==> config.mk <==
export PLATFORM = sky130hd
export DESIGN_NAME = spi_flash_responder
export DESIGN_NICKNAME = d
export VERILOG_FILES = /design/src/rtl/spi_flash_responder.sv
export SDC_FILE = /design/constraint.sdc
export NUM_CORES = 1
export LEC_CHECK = 0
export ABC_AREA = 1
export CORE_MARGIN = 10
export CORE_UTILIZATION = 61
export CTS_CLUSTER_SIZE = 16
export DETAILED_ROUTE_END_ITERATION = 12
export GPL_TIMING_DRIVEN = 0
export PLACE_DENSITY = 0.84
export RECOVER_POWER = 50
export SYNTH_ARGS = -nofsm -noshare
export SYNTH_HDL_FRONTEND = slang
export SYNTH_SLANG_ARGS = --single-unit
export TNS_END_PERCENT = 30
==> constraint.sdc <==
create_clock -name clk -period 4.5 [get_ports clk]
set_input_delay 1.35 -clock clk [delete_from_list [all_inputs] [get_ports clk]]
set_output_delay 1.35 -clock clk [all_outputs]
set_load 0.01 [all_outputs]
==> src/rtl/spi_flash_responder.sv <==
// spi_flash_responder: oversampled SPI mode-0 slave emulating W25Q16BV read, JEDEC-ID and device-ID commands
module spi_flash_responder #(
    parameter int ADDR_W = 21,
    parameter logic [7:0] ID_MFR = 8'hEF,
    parameter logic [7:0] ID_TYPE = 8'h40,
    parameter logic [7:0] ID_CAP = 8'h15,
    parameter logic [7:0] ID_DEV = 8'h14
) (
    input logic clk,
    input logic reset,
    input logic SCK,
    input logic CSX,
    input logic SDI,
    output logic SDO,
    output logic [ADDR_W-1:0] mem_addr,
    output logic mem_rd,
    input logic [7:0] mem_data,
    output logic busy
);
    typedef enum logic [2:0] {WAIT, IDLE, CMD, ADDR, DATA, IGNORE} state_t;
    typedef enum logic [1:0] {MEM, DEV, JEDEC} src_t;
    state_t state, state_n;
    src_t src, src_n;
    logic [2:0] sck_s;
    logic [1:0] cs_s, sdi_s, primed, idx, idx_n;
    logic [4:0] cnt, cnt_n;
    logic [ADDR_W-2:0] sh, sh_n;
    logic [ADDR_W-1:0] sh_in, addr_n;
    logic [7:0] tx, tx_n, nxt, nxt_n;
    logic ld, ld_n, rd_n, rd_q, sdo_n, last, bc;
    logic cs_act, r, f;
    assign cs_act = ~cs_s[1];
    assign r = sck_s[1] & ~sck_s[2] & cs_act;
    assign f = ~sck_s[1] & sck_s[2] & cs_act;
    assign busy = !(state == IDLE || state == WAIT);
    always_ff @(posedge clk) begin
        if (reset) begin
            sck_s <= '0;
            cs_s <= '1;
            sdi_s <= '0;
            primed <= '0;
            state <= WAIT;
            src <= MEM;
            cnt <= '0;
            sh <= '0;
            tx <= '0;
            nxt <= '0;
            idx <= '0;
            ld <= 1'b0;
            rd_q <= 1'b0;
            mem_rd <= 1'b0;
            mem_addr <= '0;
            SDO <= 1'b0;
        end else begin
            sck_s <= {sck_s[1:0], SCK};
            cs_s <= {cs_s[0], CSX};
            sdi_s <= {sdi_s[0], SDI};
            primed <= {primed[0], 1'b1};
            state <= state_n;
            src <= src_n;
            cnt <= cnt_n;
            sh <= sh_n;
            tx <= tx_n;
            nxt <= nxt_n;
            idx <= idx_n;
            ld <= ld_n;
            rd_q <= mem_rd;
            mem_rd <= rd_n;
            mem_addr <= addr_n;
            SDO <= sdo_n;
        end
    end
    always_comb begin
        state_n = state;
        src_n = src;
        cnt_n = cnt;
        sh_n = sh;
        tx_n = tx;
        ld_n = ld;
        idx_n = idx;
        rd_n = 1'b0;
        sh_in = {sh, sdi_s[1]};
        last = cnt == ((state == ADDR) ? 5'd23 : 5'd7);
        nxt_n = rd_q ? mem_data : nxt;
        addr_n = rd_q ? mem_addr + ADDR_W'(1) : mem_addr;
        case (state)
            WAIT: if (!cs_act && primed[1]) state_n = IDLE;
            IDLE: begin
                cnt_n = '0;
                tx_n = '0;
                ld_n = 1'b0;
                idx_n = '0;
                if (cs_act) state_n = CMD;
            end
            CMD, ADDR: if (r) begin
                sh_n = sh_in[ADDR_W-2:0];
                cnt_n = last ? 5'd0 : cnt + 5'd1;
                if (last && state == ADDR) begin
                    state_n = DATA;
                    if (src == MEM) addr_n = sh_in;
                end else if (last) begin
                    state_n = (sh_in[7:0] == 8'h03 || sh_in[7:0] == 8'hAB) ? ADDR :
                              (sh_in[7:0] == 8'h9F) ? DATA : IGNORE;
                    src_n = (sh_in[7:0] == 8'h03) ? MEM : (sh_in[7:0] == 8'hAB) ? DEV : JEDEC;
                end
            end
            DATA: begin
                if (r) cnt_n = last ? 5'd0 : cnt + 5'd1;
                if (f) begin
                    tx_n = ld ? nxt : {tx[6:0], 1'b0};
                    ld_n = 1'b0;
                end
            end
            default: ;
        endcase
        bc = r && last && (state == ADDR || state == DATA || (state == CMD && sh_in[7:0] == 8'h9F));
        if (bc) begin
            ld_n = 1'b1;
            rd_n = src_n == MEM;
            idx_n = (idx == 2'd3) ? idx : idx + 2'd1;
            if (src_n == DEV) nxt_n = ID_DEV;
            else if (src_n == JEDEC) nxt_n = (idx == 2'd0) ? ID_MFR : (idx == 2'd1) ? ID_TYPE :
                                             (idx == 2'd2) ? ID_CAP : 8'h00;
        end
        if (state != WAIT && !cs_act) state_n = IDLE;
        sdo_n = (state_n == DATA) && tx_n[7];
    end
endmodule

Yosys cells after proc, flatten, opt, wreduce, memory -nomap -nowiden

Index checks and enable logic that the tools add are counted.
Widths: inputs -> output; s select.

Add/sub/neg operators: 3
Mux-type cells: 41
Shift operators: 0
Divide/modulo/power cells: 0
Bitwise logic cells: 8
Reduce and logical (&&, ||, !) cells: 29
$mul: 0
$lt $le $gt $ge: 0
Eq/ne operators: 18

Operators with widths:

| kind                  | count |
|---|---|
| $mux 21               | 5 |
| $mux 8                | 7 |
| $add 21x1->21 const B | 1 |
| $mux 3                | 7 |
| $mux 5                | 4 |
| $mux 2                | 9 |
| $eq 8x8->1 const B    | 2 |
| $pmux 8 s2            | 1 |
| $pmux 5 s2            | 1 |
| $reduce_and 2->1      | 5 |
| $pmux 3 s3            | 1 |
| $eq 8x2->1 const B    | 1 |
| $logic_and 1x1->1     | 7 |
| $mux 7                | 1 |
| $eq 2x2->1 const B    | 3 |
| $eq 3x2->1 const B    | 2 |
| $eq 3x3->1 const B    | 2 |
| $logic_not 2->1       | 3 |
| $reduce_bool 2->1     | 3 |
| $reduce_bool 3->1     | 2 |
| $add 5x1->5 const B   | 1 |
| $eq 5x5->1            | 1 |
| $and 1x1->1           | 4 |
| $eq 2x1->1 const B    | 2 |
| 13 further kinds      | 24 |

Memory bits (writable): 0
Output and inout bits: 24
Word-level logic and storage cells: 117
Memories: 0
Flip-flop bits (word level): 82
Input bits: 13
Bits in read-only memories: 0
Latch bits: 0

Depth between registers and ports, before layout

Gate-level depths: netlist of the first run.

Depth in word-level cells: 11
Gate-level depth with buffers: 13
Mapped depth without buffers: 13

Worst setup path after synthesis of the first run

OpenSTA, ideal clock, no wires.

Kind: input -> register
Start: in reset
End: reg primed[1]
Path buffers: 2
Arrival: 1.947 ns
Required time: 4.372 ns
Setup slack: 2.426 ns
Library setup time: 0.128 ns
Stages on the path: 3
Path through: clkbuf_1 -> buf_1 -> nor2_1

RTL lines:

| what                   | line | RTL |
|---|---|---|
| start: declaration     | 10   | `input logic reset,` |
| end signal: assignment | 58   | `primed <= {primed[0], 1'b1};` |
| end: declaration       | 25   | `logic [1:0] cs_s, sdi_s, primed, idx, idx_n;` |

No word-level cell between the ends.

Worst setup path after layout of the first run

Start: reg state[1]
End: out busy

Word-level cells in the longest chain between the ends: 3
Elaborated cells on any way between the ends: 4
Classes of those cells: eq/ne: 1; reduce/logical: 3

Ends and longest elaborated chain:

| what                                          | line | RTL |
|---|---|---|
| start: declaration                            | 22   | `state_t state, state_n;` |
| start signal: assignment                      | 59   | `state <= state_n;` |
| $eq 3x1->1 or $logic_not 3->1 (tied branches) | 35   | `assign busy = !(state == IDLE \|\| state == WAIT);` |
| $logic_or 1x1->1 *                            | 35   |  |
| $logic_not 1->1 *                             | 35   |  |
| end: declaration                              | 18   | `output logic busy` |

Every way passes the cells marked *; elsewhere a longest branch is shown, timed or not.

==> results of run 1 <==
==> power by group through the flow <==
stage               clock [mW]  combinational, mW  sequential [mW]
floorplan                    0             0.0730            0.766
finish                   0.592              0.110            0.752
detailed placement           0              0.109            0.768
CTS                      0.597              0.110            0.751
global placement             0              0.106            0.768
global route             0.620              0.123            0.753
==> layout make-up <==
| type | count | area [µm²] |
|---|---|---|
| multi-input cells | 388 | 1990 |
| fillers | 530 | 1690 |
| flip-flops and latches | 82 | 1640 |
| repair buffers | 36 | 360 |
| inverters | 60 | 231 |
| clock buffers | 10 | 138 |
| well taps | 77 | 96.3 |
| plain buffers | 17 | 86.3 |
| clock inverters | 5 | 78.8 |
==> worst register-to-register path, delay by kind of cell (launching register included) <==
family                   cells  cell delay, ns
adder cells (fa/ha/maj)      1            0.20
flip-flops                   1            0.39
AND/OR/NAND/NOR             11            1.23
buffers and inverters        1            0.09
==> registers in the layout (all words and copies together) (netlist names) <==
signal    flops
SDO           1
ld            1
cs_s          2
rd_q          1
idx           2
mem_rd        1
sh           20
sdi_s         2
sck_s         3
src           2
nxt           8
mem_addr     21
tx            8
cnt           5
primed        2
state         3
==> metal layers <==
| layer | track usage | vias up | routed length (µm) |
|---|---|---|---|
| li1 | - | 1860 | - |
| met1 | 0.240 | 1689 | 4550 |
| met2 | 0.297 | 89 | 4440 |
| met3 | 0.0384 | 21 | 442 |
| met4 | 0.0967 | 0 | 198 |
| met5 | 0 | - | 0 |
==> kinds of logic after synthesis <==
group / after synthesis
AND/OR/NAND/NOR: 263
flip-flops: 82
XOR/XNOR: 14
buffers and inverters: 77
adder cells (fa/ha/maj): 6
AO/OA/AOI/OAI: 105
==> how the worst max path moves through the flow <==
stage | start | to | depth (start not counted) | slack [ns]
2_1_floorplan | reset | primed[1] | 3 | 2.43
3_3_place_gp | reset | rd_q | 4 | 1.42
3_5_place_dp | reset | rd_q | 4 | 1.44
4_1_cts | state[1] | busy | 3 | 1.58
5_1_grt | state[1] | busy | 3 | 1.52
6_report | state[1] | busy | 3 | 1.58
==> per-stage QoR <==
stage	power, mW	hold WS [ns]
floorplan	0.838	0.388
CTS	1.46	0.416
global placement	0.873	0.392
global route	1.50	0.431
finish	1.45	0.416
detailed placement	0.877	0.401
==> placed cells by master (no fill, tap or decap), drive strengths merged, types with 2 or more instances in the layout <==
cell type        n
nand4            8
clkdlybuf4s50   35
a21oi           49
nor3             8
clkbuf          19
nor4             2
ha               6
o21bai           2
o211ai           2
nand2          131
o21ai           41
a211oi           2
xor2             7
clkinv           4
nor2            72
xnor2            7
nand3           36
or2              3
dfxtp           82
a22oi            5
buf              8
bufinv           2
inv             59
o21a             2
==> metrics.cfg, run 1 <==
[run_status]
outcome=finished clean

[sta]
drv_slew=0
worst_slew_pin_slew_ns=0.625
final_tns_setup_ns=0
finalCriticalPeriod_ns=2.92
setup_viol=0
hold_violations=0
maxClockFrequency_mhz=343
rsz0062_at_grt=false
max_slew_margin=0.583
worst_slack_ns=1.58
skew_ns=0.0113
layout_worst_path_cycle_share=0.648

[detailed_routing]
drt-vias-per-instance=5.42
detail_route.first_pass.iterations=4
ant_nets=0
detail_route.wl_per_cell_um=14.3
dr.first_iter.drc_count=268
route.vias.total=3659
drt_wl_total_mm=9.62
drc_errors=0

[critical_path]
timing.reg2reg.worst_path_depth=13
timing.critical_path.to_type=output pin
timing.critical_path.slowest_stage_cell=sky130_fd_sc_hd__clkdlybuf4s50_1
critPathTopFamily=buffers and inverters
worst_setup_path_start_kind=flip-flop
timing.critical_path.required_ns=3.15
rr_startpoint=cnt[0]
crit_arrival_ns=1.57
setup.reg_to_reg.worst_slack_ns=2.54
cp_cell_sequence=inv_2 > nand2_1 > clkdlybuf4s50_1
critical_path_buf_inv_count=2
path_max_fanout=6
timing.setup.critical_path_class=flip-flop to output pin
stage_delay_of_the_slowest_cell_on_the_critical_path_ns=0.54
worst_r2r_end=nxt[2]

[global_route]
grt_first_pass_wirelength_mm=15.8
globalRouteOverflowTotal=0
pin_count_of_the_biggest_net_entering_global_routing=14
first_global_vias=3466
grt_util_all_layers=0.189
grt_antenna_before_repair=0

[finish]
final_layout_size_suffix_gt1_frac=0.0853
final_cell_count_no_fill=675
fin_util=0.733
fin_nets=613
layout-area-overhead-vs-synth_pct=17.0
layout.cell_area.non_filler_um2=4630
number_of_inserted_diodes=0

[die]
num_io_pins=37
fp.dieW_um=101
initial_util=0.626
placeableCoreArea_um2=6310
fp.dieH_um=101
die-area_um2=10100
num_rows=29

[cts]
worst_setup_hold_path_clk_slew_ns=0.09
tritoncts=done
numCtsBuffers=9
cts_htree_levels=3
clock_insertion_delay_worst_skew_ns=0.36
clkSinkCount=82
postCtsSetupBuffers=0
cts_hold_buffers=0
ctsLongestPathBuffers=2
ctsRootBufferMaster=sky130_fd_sc_hd__clkbuf_8
cts_resized=0

[synthesis]
synth_fp_nets=566
synthDominantCellAreaShare=0.415
post_synth_inst_count=547
synthMostInstantiatedCell=sky130_fd_sc_hd__nand2_1
combinational_family_with_the_most_area_after_synthesis=simple AND/OR/NAND/NOR gates
synth_area_leaders=sky130_fd_sc_hd__dfxtp_1 (42%), sky130_fd_sc_hd__nand2_1 (12%), sky130_fd_sc_hd__nor2_1 (6.4%)
synth_enable_flop_cells=0
count_of_yosys_warnings_during_synthesis=0
yosys.cell_types.count=44
ys_top_cells_by_count=sky130_fd_sc_hd__nand2_1 (129), sky130_fd_sc_hd__dfxtp_1 (82), sky130_fd_sc_hd__nor2_1 (67)
post_synth_xor_area_fraction=0.0310
muxShareOfSynthArea=0
synth-seq-cells=82
synth_top_area_cell=sky130_fd_sc_hd__dfxtp_1
synth-main-ff-cell=sky130_fd_sc_hd__dfxtp_1
synthSimpleGateAreaFrac=0.305
postSynth.asyncResetShare=0
synth_sequential_area_ratio=0.415
synth_compound_gate_area_share=0.150
syn-cell-area_um2=3960
post_synth.cell_area_avg_um2=7.23
synth_adder_area_share=0.0190

[pwr]
sw_frac_of_total=0.243
standby_leakage_power_nw=1.80
vdd_ir_drop_max_mv=0.252
net-switching-power_mw=0.353
p_int_mw=1.10
share_clk_of_total_power=0.407
pwr-share-comb=0.076
sequential_share_of_power=0.517
power_density_nw_per_um2=314

[hold_path]
holdCritPathClass=flip-flop to flip-flop
start_point_of_the_worst_hold_path=sck_s[0]
min_delay_path_depth=2
hold-path-endpoint=sck_s[1]

[placed_design]
placed_cells_incl_taps=660
detailedPlacementHpwl_mm=7.03
dp_slack_ns=1.44
dpl_cell_area_um2=4410
globalplace.congestion=0.921
io_buffer_count=36

[run]
maxCapViolations=0

Note: power is estimated with default switching activity, not from simulation.
==> run 2, diff against run 1 <==
CORE_UTILIZATION = 52   (was 61)
PLACE_DENSITY = 0.76   (was 0.84)
clock period = 2.4 ns   (was 4.5 ns; I/O delays follow)
==> metrics.cfg, run 2 (synthesized netlist as in run 1, its figures left out) <==
[sta]
layout_worst_path_cycle_share=0.929
worst_slew_pin_slew_ns=0.641
max_slew_margin=0.573
worst_slack_ns=0.169
skew_ns=0.0134
fin_worst_hold_slack_ns=0.413
rsz0062_at_grt=false
hold_violations=0
drv_slew=0
finalCriticalPeriod_ns=2.23
maxClockFrequency_mhz=448
setup_viol=0

[hold_path]
min_delay_path_depth=2
holdCritPathClass=flip-flop to flip-flop
start_point_of_the_worst_hold_path=primed[0]
hold-path-endpoint=primed[1]

[detailed_routing]
detail_route.wl_per_cell_um=13.9
ant_nets=0
detail_route.first_pass.iterations=5
drc_errors=0
route.vias.total=3694
drt_wl_total_mm=9.70
drt-vias-per-instance=5.30
dr.first_iter.drc_count=204

[placed_design]
dp_slack_ns=-0.0867
dpl_cell_area_um2=4440
detailedPlacementHpwl_mm=7.08
globalplace.congestion=0.885
io_buffer_count=36

[finish]
largestRegisters=mem_addr (21), sh (20)
top_register=mem_addr
final_layout_size_suffix_gt1_frac=0.0753
filler_cell_count=647
fin_nets=613
largest_register_ff_count=21
layout.cell_area.non_filler_um2=4670
fin_util=0.637
layout_commonest_cell=sky130_fd_sc_hd__nand2_1
layout-area-overhead-vs-synth_pct=18.2
most-common-layout-cells=sky130_fd_sc_hd__nand2_1 (129), sky130_fd_sc_hd__dfxtp_1 (81), sky130_fd_sc_hd__nor2_1 (69)
number_of_inserted_diodes=0

[critical_path]
worst_r2r_end=mem_addr[1]
timing.critical_path.to_type=output pin
worst_setup_path_start_kind=flip-flop
timing.critical_path.required_ns=1.68
timing.reg2reg.worst_path_depth=8
crit_arrival_ns=1.51
rr_startpoint=cnt[0]
setup.reg_to_reg.worst_slack_ns=0.26
timing.setup.critical_path_class=flip-flop to output pin
path_max_fanout=8

[die]
die-area_um2=11500
initial_util=0.540
num_io_pins=37
fp.dieW_um=107
fp.dieH_um=107
num_rows=31
placeableCoreArea_um2=7330

[pwr]
vdd_ir_drop_max_mv=0.366
power_density_nw_per_um2=621
share_clk_of_total_power=0.443
net-switching-power_mw=0.653
p_int_mw=2.25
sequential_share_of_power=0.486
power.total_mw=2.90
pwr-share-comb=0.070
sw_frac_of_total=0.225
standby_leakage_power_nw=1.84

[cts]
worst_setup_hold_path_clk_slew_ns=0.08
tritoncts=done
ctsLongestPathBuffers=2
cts_hold_buffers=0
clkSinkCount=82
cts_htree_levels=3
clock_insertion_delay_worst_skew_ns=0.37
numCtsBuffers=9
ctsRootBufferMaster=sky130_fd_sc_hd__clkbuf_8

[run]
maxCapViolations=0

[global_route]
grt_antenna_before_repair=0
pin_count_of_the_biggest_net_entering_global_routing=14
first_global_vias=3494
grt_first_pass_wirelength_mm=16.4
globalRouteOverflowTotal=0
grt_util_all_layers=0.174

[run_status]
outcome=finished clean

==> run 2: cell count changes in the layout (fill, tap and decap cells not counted), sizes merged <==
cell	change
bufinv	+2
clkinv	-3
clkbuf	+2
clkinvlp	+1
clkdlybuf4s50	-8
dlygate4sd3	+8
buf	-2
==> run 2: worst max-delay path by stage <==
stage                     cells past startpoint            to  startpoint
after floorplan                              13        nxt[4]      cnt[0]
after global routing                         11  mem_addr[20]      cnt[0]
after global placement                        4          rd_q       reset
after detailed placement                      4      sck_s[1]       reset
after CTS                                     3          busy    state[1]
final                                         4          busy    state[2]
==> run 2: stage by stage <==
stage	instances	TNS, ns
6_report	697	0
4_1_cts	697	0
2_1_floorplan	547	0
3_5_place_dp	682	-0.709
5_1_grt	697	0
3_3_place_gp	682	-0.698
==> run 2: final cells by class <==
cell class                 count  area, µm²  share of cell area
sequential                    82       1640               0.352
buffer                        17       85.1              0.0182
tap                           99        124              0.0265
multi-input combinational    388       1970               0.422
clock inverter                 5        128              0.0273
clock buffer                  10        128              0.0273
timing repair buffer          36        360              0.0771
inverter                      60        231              0.0495
==> run 2: power groups by stage <==
| stage | Combinational, mW | Sequential [mW] | Clock, mW |
|---|---|---|---|
| 2_1_floorplan | 0.137 | 1.44 | 0 |
| 3_3_place_gp | 0.201 | 1.44 | 0 |
| 3_5_place_dp | 0.205 | 1.44 | 0 |
| 4_1_cts | 0.208 | 1.41 | 1.29 |
| 5_1_grt | 0.231 | 1.42 | 1.35 |
| 6_report | 0.205 | 1.41 | 1.29 |
==> run 2: repair_timing <==
item / 4_1_cts / 5_1_grt
resized for setup: 0 / 1
endpoints found under the setup margin: 0 / 1
setup buffers: 0 / 0
==> run 2: critical path, stage by stage, from the launching register on <==
cell and delay, ns:
sky130_fd_sc_hd__dfxtp_1 0.33, sky130_fd_sc_hd__buf_6 0.15, sky130_fd_sc_hd__inv_4 0.05, sky130_fd_sc_hd__nand2_1 0.08, sky130_fd_sc_hd__clkdlybuf4s50_1 0.54
==> run 2: metal layers <==
| metal | vias up | wire length (µm) | track usage |
|---|---|---|---|
| met1 | 1701 | 4330 | 0.216 |
| met5 | - | 0 | 0 |
| met2 | 109 | 4600 | 0.289 |
| li1 | 1870 | - | - |
| met4 | 0 | 140 | 0.0638 |
| met3 | 14 | 628 | 0.0371 |
==> run 3, diff against run 2 <==
CORE_UTILIZATION = 57   (was 52)
DONT_BUFFER_PORTS = 1   (was not set)
GPL_ROUTABILITY_DRIVEN = 0   (was not set)
PLACE_DENSITY = 0.75   (was 0.76)
==> metrics.cfg, run 3 (synthesized netlist as in run 1, its figures left out) <==
[run_status]
outcome=finished clean

[sta]
fin_worst_hold_slack_ns=0.411
worst_slack_ns=0.322
hold_violations=0
rsz0062_at_grt=false
max_slew_margin=0.581
skew_ns=0.00979
maxClockFrequency_mhz=481
setup_viol=0
drv_slew=0
finalCriticalPeriod_ns=2.08
layout_worst_path_cycle_share=0.866
final_tns_setup_ns=0
worst_slew_pin_slew_ns=0.628

[finish]
top_register=mem_addr
layout_commonest_cell=sky130_fd_sc_hd__nand2_1
most-common-layout-cells=sky130_fd_sc_hd__nand2_1 (129), sky130_fd_sc_hd__dfxtp_1 (82), sky130_fd_sc_hd__nor2_1 (67)
layout.cell_area.non_filler_um2=4260
fin_nets=577
filler_cell_count=611
largest_register_ff_count=21
final_layout_size_suffix_gt1_frac=0.0819
regArea_um2=1640
number_of_inserted_diodes=0
multi_input_comb_area_um2=1990
final_cell_count_no_fill=642
layout-area-overhead-vs-synth_pct=7.62
largestRegisters=mem_addr (21), sh (20)
fin_util=0.630

[die]
placeableCoreArea_um2=6760
die-area_um2=10700
initial_util=0.585
num_rows=30
fp.dieH_um=103
fp.dieW_um=103
num_io_pins=37

[pwr]
sequential_share_of_power=0.526
share_clk_of_total_power=0.407
net-switching-power_mw=0.638
vdd_ir_drop_max_mv=0.358
power.total_mw=2.68
standby_leakage_power_nw=1.66
pwr-share-comb=0.067
power_density_nw_per_um2=630
sw_frac_of_total=0.238
p_int_mw=2.04

[placed_design]
dp_slack_ns=0.384
io_buffer_count=0
detailedPlacementHpwl_mm=6.88
placed_cells_incl_taps=627
dpl_cell_area_um2=4060

[detailed_routing]
detail_route.first_pass.iterations=5
route.vias.total=3533
drt_wl_total_mm=9.29
ant_nets=0
drt-vias-per-instance=5.50
detail_route.wl_per_cell_um=14.5
drc_errors=0
dr.first_iter.drc_count=197

[cts]
postCtsSetupBuffers=0
ctsLongestPathBuffers=2
clkSinkCount=82
tritoncts=done
cts_hold_buffers=0
numCtsBuffers=9
clock_insertion_delay_worst_skew_ns=0.35
cts_resized=0
ctsRootBufferMaster=sky130_fd_sc_hd__clkbuf_8
cts_htree_levels=3
worst_setup_hold_path_clk_slew_ns=0.08

[critical_path]
setup.reg_to_reg.worst_slack_ns=0.32
timing.setup.critical_path_class=flip-flop to flip-flop
timing.critical_path.required_ns=2.68
timing.critical_path.to_type=flip-flop
path_max_fanout=10
worst_setup_path_start_kind=flip-flop
crit_arrival_ns=2.35

[global_route]
first_global_vias=3160
pin_count_of_the_biggest_net_entering_global_routing=14
grt_util_all_layers=0.180
grt_antenna_before_repair=0
grt_first_pass_wirelength_mm=15.3
globalRouteOverflowTotal=0

[run]
maxCapViolations=0

[hold_path]
holdCritPathClass=flip-flop to flip-flop

## run 3: worst paths after layout
path / startpoint / to / cells past startpoint
worst min register to register: cs_s[0] / cs_s[1] / 1
worst max-delay path: state[1] / nxt[1] / 10
worst max register to register: state[1] / nxt[1] / 10
worst min-delay path: cs_s[0] / cs_s[1] / 1
## run 3: layout make-up
| cell class | count | share of cell area |
|---|---|---|
| tap | 80 | 0.0235 |
| multi-input combinational | 388 | 0.467 |
| inverter | 60 | 0.0544 |
| clock inverter | 5 | 0.0185 |
| buffer | 17 | 0.0182 |
| sequential | 82 | 0.386 |
| clock buffer | 10 | 0.0323 |
## run 3: layer usage
| layer | global-route usage | part of all wire | up-vias |
|---|---|---|---|
| met1 | 0.236 | 0.46 | 1618 |
| met2 | 0.286 | 0.45 | 110 |
| met5 | 0 | 0 | - |
| met4 | 0.0727 | 0.017 | 0 |
| met3 | 0.0326 | 0.072 | 17 |
| li1 | - | - | 1788 |
## run 3: worst max-delay path, stage by stage, from the launching register on
cell and delay [ns]:
sky130_fd_sc_hd__dfxtp_1 0.36, sky130_fd_sc_hd__inv_1 0.23, sky130_fd_sc_hd__nor2_4 0.05, sky130_fd_sc_hd__nand3_1 0.15
sky130_fd_sc_hd__clkbuf_1 0.45, sky130_fd_sc_hd__o21bai_2 0.14, sky130_fd_sc_hd__nand2_2 0.15, sky130_fd_sc_hd__inv_4 0.08
sky130_fd_sc_hd__nor2_8 0.11, sky130_fd_sc_hd__nand3_2 0.13, sky130_fd_sc_hd__a21oi_1 0.17
## run 3: power groups by stage
stage / logic (mW) / registers [mW] / clock network (mW)
3_3_place_gp: 0.174 / 1.44 / 0
5_1_grt: 0.204 / 1.41 / 1.16
4_1_cts: 0.180 / 1.41 / 1.10
2_1_floorplan: 0.137 / 1.44 / 0
6_report: 0.179 / 1.41 / 1.09
3_5_place_dp: 0.179 / 1.44 / 0
